===== src/rtl/platform_table_loader.sv =====
// Copies 32 level-ROM words into the 16-entry ground and fence descriptor tables.
// Optional TABLE_DBUF_EN: load into shadow tables, publish them on the first frame_start after the load.
module platform_table_loader #(
  parameter int unsigned LEVEL_BITS  = 2,
  parameter int unsigned ROM_LATENCY = 1
) (
  input  logic                    i_clk,
  input  logic                    i_reset,
  input  logic                    i_start,
  input  logic [LEVEL_BITS-1:0]   i_level,
  input  logic                    i_clear,
  input  logic                    i_frame_start,
  output logic [LEVEL_BITS+4:0]   o_rom_addr,
  input  logic [28:0]             i_rom_data,
  output logic [16*29-1:0]        o_info_ground,
  output logic [16*29-1:0]        o_info_fence,
  output logic                    o_busy,
  output logic                    o_done
);

  localparam int unsigned ENT_W     = 29;
  localparam int unsigned N_ENT     = 16;
  localparam int unsigned IDX_W     = 5;
  localparam int unsigned CNT_W     = 2;
  localparam int unsigned WAIT_LAST = (ROM_LATENCY > 1) ? ROM_LATENCY - 2 : 0;

  typedef enum logic [2:0] {
    ST_IDLE   = 3'd0,
    ST_ADDR   = 3'd1,
    ST_WAIT   = 3'd2,
    ST_WRITE  = 3'd3,
`ifdef TABLE_DBUF_EN
    ST_COMMIT = 3'd4,
`endif
    ST_DONE   = 3'd5
  } state_t;

  state_t                  r_state;
  state_t                  w_next;
  logic [IDX_W-1:0]        r_idx;
  logic [LEVEL_BITS-1:0]   r_level_q;
  logic [CNT_W-1:0]        r_wait_cnt;
  logic                    r_busy;
  logic                    r_done;
  logic [ENT_W-1:0]        r_ground [N_ENT];
  logic [ENT_W-1:0]        r_fence  [N_ENT];
`ifdef TABLE_DBUF_EN
  logic [ENT_W-1:0]        r_sh_ground [N_ENT];
  logic [ENT_W-1:0]        r_sh_fence  [N_ENT];
`else
  logic                    w_unused_fs;
  assign w_unused_fs = i_frame_start;
`endif

  // State register
  always_ff @(posedge i_clk) begin
    if (i_reset) r_state <= ST_IDLE;
    else         r_state <= w_next;
  end

  // Next-state logic
  always_comb begin
    w_next = r_state;
    case (r_state)
      ST_IDLE:   if (i_start) w_next = ST_ADDR;
      ST_ADDR:   w_next = (ROM_LATENCY > 1) ? ST_WAIT : ST_WRITE;
      ST_WAIT:   if (r_wait_cnt == CNT_W'(WAIT_LAST)) w_next = ST_WRITE;
      ST_WRITE: begin
        if (r_idx == IDX_W'(31)) begin
`ifdef TABLE_DBUF_EN
          w_next = ST_COMMIT;
`else
          w_next = ST_DONE;
`endif
        end else begin
          w_next = ST_ADDR;
        end
      end
`ifdef TABLE_DBUF_EN
      ST_COMMIT: if (i_frame_start) w_next = ST_DONE;
`endif
      ST_DONE:   w_next = ST_IDLE;
      default:   w_next = ST_IDLE;
    endcase
  end

  // Index, level capture, wait counter, tables and registered status
  always_ff @(posedge i_clk) begin
    if (i_reset) begin
      r_idx      <= '0;
      r_level_q  <= '0;
      r_wait_cnt <= '0;
      r_busy     <= 1'b0;
      r_done     <= 1'b0;
      for (int k = 0; k < N_ENT; k++) begin
        r_ground[k] <= '0;
        r_fence[k]  <= '0;
`ifdef TABLE_DBUF_EN
        r_sh_ground[k] <= '0;
        r_sh_fence[k]  <= '0;
`endif
      end
    end else begin
      r_busy <= (w_next != ST_IDLE);
      r_done <= (w_next == ST_DONE);
      case (r_state)
        ST_IDLE: begin
          if (i_start) begin
            r_level_q <= i_level;
            r_idx     <= '0;
          end else if (i_clear) begin
            for (int k = 0; k < N_ENT; k++) begin
              r_ground[k] <= '0;
              r_fence[k]  <= '0;
`ifdef TABLE_DBUF_EN
              r_sh_ground[k] <= '0;
              r_sh_fence[k]  <= '0;
`endif
            end
          end
        end
        ST_ADDR: r_wait_cnt <= '0;
        ST_WAIT: r_wait_cnt <= r_wait_cnt + CNT_W'(1);
        ST_WRITE: begin
          // idx[4] selects the fence half of the ROM block
`ifdef TABLE_DBUF_EN
          if (r_idx[4]) r_sh_fence[r_idx[3:0]]  <= i_rom_data;
          else          r_sh_ground[r_idx[3:0]] <= i_rom_data;
`else
          if (r_idx[4]) r_fence[r_idx[3:0]]  <= i_rom_data;
          else          r_ground[r_idx[3:0]] <= i_rom_data;
`endif
          if (r_idx != IDX_W'(31)) r_idx <= r_idx + IDX_W'(1);
        end
`ifdef TABLE_DBUF_EN
        ST_COMMIT: begin
          if (i_frame_start) begin
            for (int k = 0; k < N_ENT; k++) begin
              r_ground[k] <= r_sh_ground[k];
              r_fence[k]  <= r_sh_fence[k];
            end
          end
        end
`endif
        default: ;
      endcase
    end
  end

  for (genvar g = 0; g < N_ENT; g++) begin : g_flat
    assign o_info_ground[g*ENT_W +: ENT_W] = r_ground[g];
    assign o_info_fence[g*ENT_W +: ENT_W]  = r_fence[g];
  end

  assign o_rom_addr = {r_level_q, r_idx};
  assign o_busy     = r_busy;
  assign o_done     = r_done;

endmodule


===== config.mk =====
export PLATFORM = sky130hd
export DESIGN_NAME = platform_table_loader
export DESIGN_NICKNAME = d
export VERILOG_FILES = /design/src/rtl/platform_table_loader.sv
export SDC_FILE = /design/constraint.sdc
export NUM_CORES = 1
export LEC_CHECK = 0
export ABC_AREA = 0
export CAP_MARGIN = 10
export CORE_AREA = 5 5 377 379
export CTS_CLUSTER_DIAMETER = 50
export CTS_CLUSTER_SIZE = 14
export DETAILED_ROUTE_END_ITERATION = 6
export DIE_AREA = 0 0 382 384
export HOLD_SLACK_MARGIN = 0.02
export PLACE_DENSITY = 0.58
export SLEW_MARGIN = 10
export SYNTH_ARGS = -nofsm -noshare
export SYNTH_HDL_FRONTEND = slang
export SYNTH_SLANG_ARGS = --single-unit

===== constraint.sdc =====
create_clock -name i_clk -period 5.2 [get_ports i_clk]
set_input_delay 0.78 -clock i_clk [delete_from_list [all_inputs] [get_ports i_clk]]
set_output_delay 0.78 -clock i_clk [all_outputs]
set_load 0.005 [all_outputs]

==> flow_summary.yaml <==
power_and_ir_drop:
  swShare: 0.243
  power.share.clock: 0.414
  ir_drop_uv: 304
  powerDensity_nw_per_um2: 369
  combPwrFrac: 0.096
  p_seq_frac: 0.490
  p_sw_mw: 4.45
  p_leak_nw: 16.8
  p_int_mw: 13.9
  power.total_mw: 18.3
timing:
  period_share: 0.634
  clock_skew_ps: 38.5
  tightest_slew_ps: 1180
  rsz0062_at_grt: "no"
  fmax_mhz: 303
  finalHoldViolCount: 0
  fin_tns_setup_ps: 0
  holdWs_ps: 516
  period_minus_slack_ps: 3300
  slew_violations: 0
  setup_viol_count_final: 0
  timing.final.ws_setup_ps: 1900
  relSlewSlack: 0.212
worst_setup_path:
  critPathLaunchType: "flop"
  crit_required_ps: 5600
  critPathMaxFanout: 21
  cp.arrival_ps: 3690
  path_buf_inv: 1
  critPathSlowestCell: "o21ai_4"
  cp_top_family: "simple AND/OR/NAND/NOR gates"
  worstSetupPathType: "reg2reg"
  crit_path_end_kind: "flop"
  cp_cell_sequence: "and4bb_2, nand3b_1, o21ai_4, buf_4"
  slowest_delay_ps: 930
cts:
  htree_levels: 3
  cts_hold_buf: 0
  post-cts-setup-buffers: 0
  clockRootBuffer: "clkbuf_16"
  cts-buffers-inserted: 106
  clk_pin_slew_ps: 60
  cts.path.max_buffers: 3
  clk_latency_ps: 720
  cts.sinks: 942
  post_cts_resized: 0
  tritoncts: "yes"
grt:
  grt_pass1_wl_mm: 201
  antenna_found_initial: 19
  grt_max_degree: 82
  track_usage: 0.200
  gr-total-overflow: 0
  grt_pass1_vias: 22900
detailed_routing:
  viasPerCell: 4.49
  ant_nets: 0
  finalWirelength_mm: 153
  vias: 23200
  drc_errors: 0
  wl_per_cell_um: 29.5
  drt_pass1_iterations: 5
  drt_iter0_markers: 2063
synthesis:
  syn_nets: 2270
  synth_warnings: 0
  ys_types: 41
  ys_seq_area_frac: 0.837
  synthArstFlopShare: 0
  synth_ff_type: "edfxtp_1"
  synth_edf_count: 928
  synth_seq_cells: 942
  synthTopCellsByArea: "edfxtp_1 (83%), nor2_1 (9.7%), nand2_1 (1.4%)"
  synth_area_sq_um: 33600
  syn_inst: 2228
  synth_top_area_share: 0.829
  avgSynthCellArea_sq_um: 15.1
  yosysTopAreaCell: "edfxtp_1"
placement:
  dp_worst_setup_slack_ps: 1220
  place_area_sq_um: 46100
  dp.cells: 4971
  portBuffers: 971
  place_hpwl_mm: 105
  gp_congestion: 0.811
finish:
  stdcell_count: 5174
  multi_input_area_sq_um: 5220
  nets: 3314
  fill_cells: 13300
  syn_to_final_growth_pct: 47.9
  register_area_sq_um: 28100
  final_util: 0.359
  layout-drive-gt1-share: 0.0906
  final_cell_mix: "clkdlybuf4s50_1 (971), edfxtp_1 (928), nor2_1 (871)"
  stdcell_area_sq_um: 49700
  layout_commonest_cell: "clkdlybuf4s50_1"
floorplanning:
  pin_count: 973
  die_h_um: 384
  rows: 137
  fp.dieW_um: 382
  die_area_sq_um: 147000
  start_util: 0.243
  coreArea_sq_um: 139000
outcome:
  status: "finished, final reports clean"
run:
  max_cap_viol_count: 0
worst_hold_path:
  hp-class: "reg2reg"
metal layers:
layer / part of all wire / up-vias / global-route usage
li1: - / 9831 / -
met1: 0.38 / 11800 / 0.246
met2: 0.48 / 1287 / 0.334
met3: 0.099 / 253 / 0.0624
met4: 0.035 / 0 / 0.0722
met5: 0 / - / 0
sequential cells by signal, indices dropped and copies added, names as in the netlist:
name        cells
o_busy          1
o_done          1
r_fence       464
r_ground      464
r_idx           5
r_level_q       2
r_state         3
r_wait_cnt      2
power groups by stage:
stage                     logic [mW]  registers (mW)  clock network [mW]
after floorplan                0.255            9.20                   0
after global placement          1.80            9.12                   0
after detailed placement        1.80            9.14                   0
after CTS                       1.81            8.98                7.75
after global routing            1.83            9.01                8.07
final                           1.76            8.97                7.59
synth_stat cells (2+ instances only):
| cell | instances |
|---|---|
| and3_1 | 3 |
| nand3b_1 | 2 |
| a21oi_1 | 7 |
| edfxtp_1 | 928 |
| and4bb_2 | 2 |
| ha_1 | 6 |
| dfxtp_1 | 14 |
| and2_1 | 62 |
| nand4_1 | 3 |
| nor3_1 | 3 |
| buf_4 | 6 |
| buf_2 | 77 |
| inv_1 | 6 |
| nand3_1 | 9 |
| nor2_1 | 872 |
| clkbuf_1 | 31 |
| buf_6 | 10 |
| a21o_1 | 2 |
| o21ai_0 | 31 |
| nand2_1 | 124 |
| nor2b_1 | 5 |
| nand2b_1 | 6 |
kinds of logic after synthesis:
| logic type | after synthesis | share of synthesized area |
|---|---|---|
| AO/OA/AOI/OAI | 46 | 0.00756 |
| XOR/XNOR | 1 | 0.000261 |
| adder cells (fa/ha/maj) | 6 | 0.00223 |
| buffers and inverters | 131 | 0.0204 |
| flip-flops | 942 | 0.837 |
| AND/OR/NAND/NOR | 1102 | 0.132 |
layout make-up:
cell class | instances | share of cell area
antenna | 11 | 0.000554
inverter | 6 | 0.000453
clock buffer | 122 | 0.0548
sequential | 942 | 0.566
timing repair buffer | 1061 | 0.211
clock inverter | 70 | 0.0167
multi-input combinational | 1155 | 0.105
tap | 1807 | 0.0455
final timing paths:
kind	startpoint	end	slack (ps)	cells after the start
max	r_state[1]	r_ground[12][17]	1900	4
min	r_wait_cnt[1]	r_wait_cnt[1]	520	2
max reg2reg	r_state[1]	r_ground[12][17]	1900	4
min reg2reg	r_wait_cnt[1]	r_wait_cnt[1]	520	2
tightest hold or removal path, delay by kind of cell (launching register included):
| kind | cells | cell delay (ps) |
|---|---|---|
| AO/OA/AOI/OAI | 2 | 150 |
| flip-flops | 1 | 320 |
No activity file was read; power rests on OpenSTA's default activity.
